`config.mk`:
```
export PLATFORM = sky130hd
export DESIGN_NAME = mem_port_arbiter_flat
export DESIGN_NICKNAME = d
export VERILOG_FILES = /design/src/rtl/mem_port_arbiter_pkg.sv /design/src/rtl/mem_port_arbiter_if.sv /design/src/rtl/mem_port_arbiter_counter.sv /design/src/rtl/mem_port_arbiter.sv /design/src/flat_wrapper.sv
export SDC_FILE = /design/constraint.sdc
export NUM_CORES = 1
export LEC_CHECK = 0
export CAP_MARGIN = 20
export CORE_AREA = 2 2 189 191
export DETAILED_ROUTE_END_ITERATION = 7
export DIE_AREA = 0 0 191 193
export GPL_TIMING_DRIVEN = 0
export PLACE_DENSITY_LB_ADDON = 0.15
export REMOVE_ABC_BUFFERS = 1
export SLEW_MARGIN = 10
export SYNTH_ARGS = -nofsm -noshare
export SYNTH_HDL_FRONTEND = slang
export SYNTH_SLANG_ARGS = --single-unit
```
`constraint.sdc`:
```
create_clock -name clk -period 2.1 [get_ports clk]
set_input_delay 0.315 -clock clk [delete_from_list [all_inputs] [get_ports clk]]
set_output_delay 0.315 -clock clk [all_outputs]
set_load 0.02 [all_outputs]
```
`src/rtl/mem_port_arbiter_pkg.sv`:
```
// Purpose: shared types and constants for the instruction/data memory port arbiter.
// Contents: FSM state enum, access-owner enum, default latency/starvation limits, widths.
// Latency/backpressure: n/a (types only).
package mem_arb_pkg;

   localparam int unsigned MEM_LAT_DEF      = 2;
   localparam int unsigned STARVE_LIMIT_DEF = 3;

   localparam int unsigned ADDR_W   = 64;
   localparam int unsigned DATA_W   = 64;
   localparam int unsigned INSN_W   = 32;
   // Wide enough to hold MEM_LAT-1 for MEM_LAT up to 15.
   localparam int unsigned CNT_W    = 4;
   localparam int unsigned STREAK_W = 8;

   typedef enum logic [1:0] {
      IDLE  = 2'd0,
      ISSUE = 2'd1,
      WAIT  = 2'd2,
      RESP  = 2'd3
   } state_t;

   typedef enum logic {
      OWN_IF = 1'b0,
      OWN_DM = 1'b1
   } owner_t;

endpackage

```
`src/rtl/mem_port_arbiter_if.sv`:
```
// Purpose: bundles the fetch, data-stage and shared-memory signals of the arbiter.
// Ports: slave = arbiter view (takes requests and mem_rdata, drives completions/memory/stalls);
//        master = requester/memory-model view (the mirror image).
interface mem_port_arbiter_if;
   import mem_arb_pkg::*;

   // fetch side
   logic              if_req;
   logic [ADDR_W-1:0] if_addr;
   logic              if_valid;
   logic [INSN_W-1:0] if_rdata;

   // data-stage side
   logic              dm_req;
   logic              dm_we;
   logic [ADDR_W-1:0] dm_addr;
   logic [DATA_W-1:0] dm_wdata;
   logic              dm_valid;
   logic [DATA_W-1:0] dm_rdata;

   // shared memory port
   logic              mem_req;
   logic              mem_we;
   logic [ADDR_W-1:0] mem_addr;
   logic [DATA_W-1:0] mem_wdata;
   logic [DATA_W-1:0] mem_rdata;

   // pipeline freeze requests
   logic              stall_if;
   logic              stall_mem;

   modport slave (
      input  if_req, if_addr,
      input  dm_req, dm_we, dm_addr, dm_wdata,
      input  mem_rdata,
      output if_valid, if_rdata,
      output dm_valid, dm_rdata,
      output mem_req, mem_we, mem_addr, mem_wdata,
      output stall_if, stall_mem
   );

   modport master (
      output if_req, if_addr,
      output dm_req, dm_we, dm_addr, dm_wdata,
      output mem_rdata,
      input  if_valid, if_rdata,
      input  dm_valid, dm_rdata,
      input  mem_req, mem_we, mem_addr, mem_wdata,
      input  stall_if, stall_mem
   );

endinterface

```
`src/rtl/mem_port_arbiter_counter.sv`:
```
// Purpose: down-counter timing the memory wait window (load, decrement, zero flag).
// Ports: clk, rst (sync, active-low), load/load_val, dec, zero.
// Latency: load/dec take effect at the next rising edge; zero is combinational from the count.
module mem_lat_counter
   import mem_arb_pkg::*;
(
   input  logic             clk,
   input  logic             rst,
   input  logic             load,
   input  logic [CNT_W-1:0] load_val,
   input  logic             dec,
   output logic             zero
);

   logic [CNT_W-1:0] cnt;

   always_ff @(posedge clk) begin
      if (!rst) begin
         cnt <= '0;
      end else if (load) begin
         cnt <= load_val;
      end else if (dec && (cnt != '0)) begin
         cnt <= cnt - CNT_W'(1);
      end
   end

   assign zero = (cnt == '0);

endmodule

```
`src/rtl/mem_port_arbiter.sv`:
```
// Purpose: arbitrates fetch (IF) and data-stage (DM) accesses onto one shared memory port.
// Latency: request sampled in IDLE -> owner valid pulse MEM_LAT+2 cycles later; one idle cycle between accesses.
// Backpressure: the losing/waiting requester sees its stall output until its valid pulse.
// Ports: clk, rst (sync, active-low), bus (mem_port_arbiter_if.slave).
module mem_port_arbiter
   import mem_arb_pkg::*;
#(
   parameter int unsigned MEM_LAT      = MEM_LAT_DEF,
   parameter int unsigned STARVE_LIMIT = STARVE_LIMIT_DEF
) (
   input logic               clk,
   input logic               rst,
   mem_port_arbiter_if.slave bus
);

   localparam logic [CNT_W-1:0]    LAT_LOAD = CNT_W'(MEM_LAT - 1);
   localparam logic [STREAK_W-1:0] LIMIT    = STREAK_W'(STARVE_LIMIT);

   state_t              state;
   owner_t              owner;
   logic [ADDR_W-1:0]   addr_q;
   logic                we_q;
   logic [DATA_W-1:0]   wdata_q;
   logic                mem_req_q;
   logic                if_valid_q;
   logic                dm_valid_q;
   logic [INSN_W-1:0]   if_rdata_q;
   logic [DATA_W-1:0]   dm_rdata_q;
   logic [STREAK_W-1:0] streak;

   logic grant_if;
   logic grant_dm;
   logic cnt_load;
   logic cnt_dec;
   logic cnt_zero;

   // DM normally wins; a fetch that has watched STARVE_LIMIT DM grants in a row gets the port.
   always_comb begin
      grant_if = bus.if_req & (~bus.dm_req | (streak == LIMIT));
      grant_dm = bus.dm_req & ~grant_if;
   end

   // Counter is loaded as ISSUE hands over to WAIT, so WAIT spans exactly MEM_LAT cycles.
   always_comb begin
      cnt_load = (state == ISSUE);
      cnt_dec  = (state == WAIT) & ~cnt_zero;
   end

   mem_lat_counter u_lat_cnt (
      .clk      (clk),
      .rst      (rst),
      .load     (cnt_load),
      .load_val (LAT_LOAD),
      .dec      (cnt_dec),
      .zero     (cnt_zero)
   );

   always_ff @(posedge clk) begin
      if (!rst) begin
         state      <= IDLE;
         owner      <= OWN_IF;
         addr_q     <= '0;
         we_q       <= 1'b0;
         wdata_q    <= '0;
         mem_req_q  <= 1'b0;
         if_valid_q <= 1'b0;
         dm_valid_q <= 1'b0;
         if_rdata_q <= '0;
         dm_rdata_q <= '0;
         streak     <= '0;
      end else begin
         // single-cycle pulses by default
         mem_req_q  <= 1'b0;
         if_valid_q <= 1'b0;
         dm_valid_q <= 1'b0;

         // Streak only counts DM wins that actually kept a fetch waiting.
         if (!bus.if_req) begin
            streak <= '0;
         end else if (state == IDLE) begin
            if (grant_if) begin
               streak <= '0;
            end else if (grant_dm && (streak != LIMIT)) begin
               streak <= streak + STREAK_W'(1);
            end
         end

         case (state)
            IDLE: begin
               if (grant_if || grant_dm) begin
                  state     <= ISSUE;
                  mem_req_q <= 1'b1;
                  owner     <= grant_if ? OWN_IF : OWN_DM;
                  addr_q    <= grant_if ? bus.if_addr : bus.dm_addr;
                  we_q      <= grant_dm & bus.dm_we;
                  wdata_q   <= grant_dm ? bus.dm_wdata : '0;
               end
            end
            ISSUE: begin
               state <= WAIT;
            end
            WAIT: begin
               if (cnt_zero) begin
                  state <= RESP;
                  if (owner == OWN_IF) begin
                     if_rdata_q <= bus.mem_rdata[INSN_W-1:0];
                     if_valid_q <= 1'b1;
                  end else begin
                     if (!we_q) begin
                        dm_rdata_q <= bus.mem_rdata;
                     end
                     dm_valid_q <= 1'b1;
                  end
               end
            end
            RESP: begin
               // Always pass through IDLE so the memory bus reads back as zero between accesses.
               state   <= IDLE;
               addr_q  <= '0;
               we_q    <= 1'b0;
               wdata_q <= '0;
            end
            default: begin
               state <= IDLE;
            end
         endcase
      end
   end

   assign bus.mem_req   = mem_req_q;
   assign bus.mem_we    = we_q;
   assign bus.mem_addr  = addr_q;
   assign bus.mem_wdata = wdata_q;
   assign bus.if_valid  = if_valid_q;
   assign bus.if_rdata  = if_rdata_q;
   assign bus.dm_valid  = dm_valid_q;
   assign bus.dm_rdata  = dm_rdata_q;

   assign bus.stall_if  = bus.if_req & ~if_valid_q;
   assign bus.stall_mem = bus.dm_req & ~dm_valid_q;

endmodule

```
`src/flat_wrapper.sv`:
```
// flat-port wrapper written by rule: the top's interface ports become plain ports
module mem_port_arbiter_flat import mem_arb_pkg::*;
#(
   parameter int unsigned MEM_LAT      = MEM_LAT_DEF,
   parameter int unsigned STARVE_LIMIT = STARVE_LIMIT_DEF
)
  (clk, rst, bus_if_req, bus_if_addr, bus_dm_req, bus_dm_we, bus_dm_addr, bus_dm_wdata, bus_mem_rdata, bus_if_valid, bus_if_rdata, bus_dm_valid, bus_dm_rdata, bus_mem_req, bus_mem_we, bus_mem_addr, bus_mem_wdata, bus_stall_if, bus_stall_mem);
  mem_port_arbiter_if bus_i ();
  input logic clk;
  input logic rst;
  input wire logic [$bits(bus_i.if_req)-1:0] bus_if_req;
  input wire logic [$bits(bus_i.if_addr)-1:0] bus_if_addr;
  input wire logic [$bits(bus_i.dm_req)-1:0] bus_dm_req;
  input wire logic [$bits(bus_i.dm_we)-1:0] bus_dm_we;
  input wire logic [$bits(bus_i.dm_addr)-1:0] bus_dm_addr;
  input wire logic [$bits(bus_i.dm_wdata)-1:0] bus_dm_wdata;
  input wire logic [$bits(bus_i.mem_rdata)-1:0] bus_mem_rdata;
  output wire logic [$bits(bus_i.if_valid)-1:0] bus_if_valid;
  output wire logic [$bits(bus_i.if_rdata)-1:0] bus_if_rdata;
  output wire logic [$bits(bus_i.dm_valid)-1:0] bus_dm_valid;
  output wire logic [$bits(bus_i.dm_rdata)-1:0] bus_dm_rdata;
  output wire logic [$bits(bus_i.mem_req)-1:0] bus_mem_req;
  output wire logic [$bits(bus_i.mem_we)-1:0] bus_mem_we;
  output wire logic [$bits(bus_i.mem_addr)-1:0] bus_mem_addr;
  output wire logic [$bits(bus_i.mem_wdata)-1:0] bus_mem_wdata;
  output wire logic [$bits(bus_i.stall_if)-1:0] bus_stall_if;
  output wire logic [$bits(bus_i.stall_mem)-1:0] bus_stall_mem;
  assign bus_i.if_req = bus_if_req;
  assign bus_i.if_addr = bus_if_addr;
  assign bus_i.dm_req = bus_dm_req;
  assign bus_i.dm_we = bus_dm_we;
  assign bus_i.dm_addr = bus_dm_addr;
  assign bus_i.dm_wdata = bus_dm_wdata;
  assign bus_i.mem_rdata = bus_mem_rdata;
  assign bus_if_valid = bus_i.if_valid;
  assign bus_if_rdata = bus_i.if_rdata;
  assign bus_dm_valid = bus_i.dm_valid;
  assign bus_dm_rdata = bus_i.dm_rdata;
  assign bus_mem_req = bus_i.mem_req;
  assign bus_mem_we = bus_i.mem_we;
  assign bus_mem_addr = bus_i.mem_addr;
  assign bus_mem_wdata = bus_i.mem_wdata;
  assign bus_stall_if = bus_i.stall_if;
  assign bus_stall_mem = bus_i.stall_mem;
  mem_port_arbiter #(.MEM_LAT(MEM_LAT), .STARVE_LIMIT(STARVE_LIMIT)) u_core (.clk(clk), .rst(rst), .bus(bus_i));
endmodule
```
==> out/summary.txt <==
status = finished clean
cell chain of the critical path = ha_1, nor4b_4, nand3_1, and3_4, buf_16, clkbuf_16, a221o_1
Slew headroom = 67.04%
reg2reg path depth = 7
largest net degree at the start of global routing = 120
row count = 69
TritonCTS Buffers = 29
Crit path required time = 2530 ps
Yosys reg bits = 243
sequential share of the synthesized area = 55.04%
vias in the first global route = 7,910
Hold Startpoint = rst
clock root cell = clkbuf_16
Hold Path End = u_core.owner$_SDFFE_PN0P_
mean area per synthesized cell = 9.953 um^2
Top Ports = 491
Cell Pwr Density = 1075 nW/um^2
Die Y = 193 um
DRT antenna net count = 0
sw frac = 31.64%
slowest CP cell = dfxtp_1
final wirelength = 36.15 mm
core area = 34,960 um^2
fraction of final layout cells sized beyond drive strength 1 = 6.869%
Cell Area, Synth = 8838 um^2
DR vias = 8,305
Sw Pwr = 5.277 mW
Final Hold Fails = 0
first-pass detailed-route iteration total = 5
Layout area overhead = 75.47%
initial antenna violation count = 6
Worst-Margin Slew = 493.3 ps
RR Endpoint = u_core.bus.mem_addr[4]$_SDFFE_PN0P_
worst reg-to-reg setup slack = 70 ps
Final Net Count = 1,628
CP arrival = 2460 ps
Critical Path Start Type = flop
buffer and inverter count on the worst path = 2
first-pass GRT wire length = 50.81 mm
Multi-input gate area = 3603 um^2
unrepaired setup endpoints after global routing = no
post-synthesis instance total = 888
input/output buffers = 490
CTS tree = yes
dpl cell area = 14,190 um^2
Slew Limit Fails = 0
first-iteration detailed-routing DRC count = 303
grt total ovfl = 0
pre-CTS WS = -677.3 ps
clk sink count = 243
fill count = 3,376
All-Layer GR Usage = 18.03%
clock latency on the worst-skew pair = 550 ps
Hold Buf Count CTS = 0
Seq pwr share = 34.6%
final instance area = 15,510 um^2
CP endpoint kind = flop
critical path class = reg2reg
DR vias/cell = 4.499
Clock power frac = 31.4%
Finish-stage setup viols = 0
reg2reg start = u_core.streak[1]$_SDFFE_PN0P_
Final WS setup = 71.94 ps
Storage cell area = 4871 um^2
Internal = 11.40 mW
final period utilization = 96.57%
DIE WIDTH = 191 um
residual DRC count = 0
fmax = 0.4931 GHz
Max IR drop VDD = 0.0006679 V
Clock Tree Buf Depth = 3
Max Cap Viol = 0
die area = 36,860 um^2
CP max FO = 18
Yosys Warn Count = 0
DP HPWL = 24.62 mm
Worst Hold Class = in2reg
post-route clock skew = 9.025 ps
Period minus WS final = 2028 ps
Worst-path clk slew = 60 ps
H-tree Lvls = 1
Logic pwr share = 33.9%
kind of cell adding the most delay to the critical path = simple AND/OR/NAND/NOR gates
Synth cell types = 41
Starting Density = 25.28%
leakage power = 5.783 nW
routed len/inst = 19.58 um
hold depth = 3
max incr delay on CP = 370 ps
RD Place Congestion = 0.7898
worst max-delay path by stage:
| stage | from | endpoint | cells past startpoint |
|---|---|---|---|
| after global routing | u_core.streak[1]$_SDFFE_PN0P_ | u_core.bus.mem_addr[27]$_SDFFE_PN0P_ | 7 |
| final | u_core.streak[1]$_SDFFE_PN0P_ | u_core.bus.mem_addr[4]$_SDFFE_PN0P_ | 7 |
| after global placement | rst | u_core.bus.mem_addr[43]$_SDFFE_PN0P_ | 4 |
| after floorplan | u_core.state[0]$_SDFFE_PN0P_ | u_core.bus.dm_rdata[0]$_SDFFE_PN0P_ | 6 |
| after CTS | u_core.state[0]$_SDFFE_PN0P_ | u_core.bus.dm_rdata[0]$_SDFFE_PN0P_ | 10 |
| after detailed placement | u_core.state[0]$_SDFFE_PN0P_ | u_core.bus.dm_rdata[0]$_SDFFE_PN0P_ | 10 |
metrics by stage:
| stage | utilization (%) | setup TNS (ps) | cells | total power [mW] | hold slack [ps] |
|---|---|---|---|---|---|
| 2_1_floorplan | - | -251050 | 809 | 8.132 | 402.0 |
| 3_3_place_gp | 39.76 | -1253140 | 1760 | 10.73 | 453.0 |
| 3_5_place_dp | 40.57 | -65820 | 1773 | 11.07 | 453.2 |
| 4_1_cts | 43.98 | -21.73 | 1837 | 16.74 | 128.6 |
| 5_1_grt | 44.34 | 0 | 1844 | 17.44 | 174.6 |
| 6_report | 44.36 | 0 | 1846 | 16.68 | 167.2 |
worst min-delay path: cells and delay by family:
kind / cells / cell delay, ps
AO/OA/AOI/OAI: 1 / 40
AND/OR/NAND/NOR: 1 / 100
buffers and inverters: 1 / 200
power groups by stage:
stage                     sequential [mW]  clock (mW)  combinational, mW
after floorplan                      6.71           0               1.43
after global placement               5.79           0               4.94
after detailed placement             5.85           0               5.23
after CTS                            5.76        5.40               5.58
after global routing                 5.86        5.57               6.01
final                                5.77        5.24               5.66
synth_stat cells:
cell type | number | area (um^2)
dfxtp_1 | 243 | 4865
nand2_1 | 135 | 506.7
nand3_1 | 68 | 340.3
a22o_1 | 65 | 569.3
and2_1 | 65 | 406.6
a221o_1 | 64 | 640.6
o21ai_0 | 64 | 320.3
a21boi_0 | 32 | 240.2
buf_2 | 30 | 150.1
clkbuf_1 | 28 | 105.1
nor2_1 | 14 | 52.55
buf_6 | 10 | 112.6
buf_1 | 9 | 33.78
ha_1 | 7 | 87.58
inv_1 | 6 | 22.52
xor2_1 | 6 | 52.55
a21oi_1 | 5 | 25.02
nor2b_1 | 4 | 25.02
xnor2_1 | 3 | 26.28
buf_4 | 2 | 15.01
nand2b_1 | 2 | 12.51
nand3b_1 | 2 | 15.01
nand4_1 | 2 | 12.51
nor3_1 | 2 | 10.01
nor3b_1 | 2 | 15.01
o21a_1 | 2 | 15.01
or3b_2 | 2 | 17.52
a21boi_2 | 1 | 11.26
a21o_1 | 1 | 7.510
a311oi_1 | 1 | 8.760
and3_1 | 1 | 6.260
and3_4 | 1 | 11.26
and3b_1 | 1 | 8.760
and4bb_2 | 1 | 12.51
mux2i_1 | 1 | 10.01
nor4b_4 | 1 | 23.77
o2111a_1 | 1 | 11.26
o211a_1 | 1 | 10.01
o211ai_1 | 1 | 7.510
o21bai_1 | 1 | 7.510
o31ai_1 | 1 | 7.510
cells by family (layout without fill, tap and decap cells):
family | Yosys count | after routing | share of synthesized area (%)
flip-flops | 243 | 243 | 55.04
other | 0 | 2 | 0
AND/OR/NAND/NOR | 303 | 304 | 16.70
adder cells (fa/ha/maj) | 7 | 7 | 0.9909
multiplexers | 1 | 1 | 0.1133
buffers and inverters | 85 | 579 | 4.969
AO/OA/AOI/OAI | 240 | 240 | 21.29
XOR/XNOR | 9 | 9 | 0.8919
sequential cells by signal, summed over array words and instances, names as in the netlist:
register              count
u_core.state              2
u_core.bus.mem_req        1
u_core.owner              1
u_core.bus.dm_rdata      64
u_core.bus.mem_addr      64
u_core.u_lat_cnt.cnt      4
u_core.streak             8
u_core.bus.if_valid       1
u_core.bus.mem_wdata     64
u_core.bus.if_rdata      32
u_core.bus.mem_we         1
u_core.bus.dm_valid       1
layout by cell type, fill, tap and decap left out, drive strengths merged, types with 24 or more instances in the layout:
cell,count
a21boi,33
a221o,64
a22o,65
and2,65
buf,24
clkbuf,48
clkdlybuf4s50,487
dfxtp,243
nand2,135
nand3,68
o21ai,64
area by class of cell:
cell class	instances	share of cell area, %
Timing Repair Buffer	519	35.05
Sequential cell	243	31.41
Multi-Input combinational cell	561	23.24
Clock buffer	45	5.583
Tap cell	461	3.719
Clock inverter	9	0.8310
Inverter	6	0.1452
Antenna cell	2	0.03227
timing repair:
item	4_1_cts	5_1_grt
setup buffers	5	6
gates cloned	5	3
pin swaps	2	3
gates resized for setup	8	9
setup endpoints to repair	182	172
layer usage:
metal / share of wire (%) / global-route usage (%)
met2: 46 / 29.72
met5: 0.20 / 0
met3: 11 / 7.946
met1: 40 / 21.37
met4: 2.1 / 4.770
No activity file was read; power rests on OpenSTA's default activity.
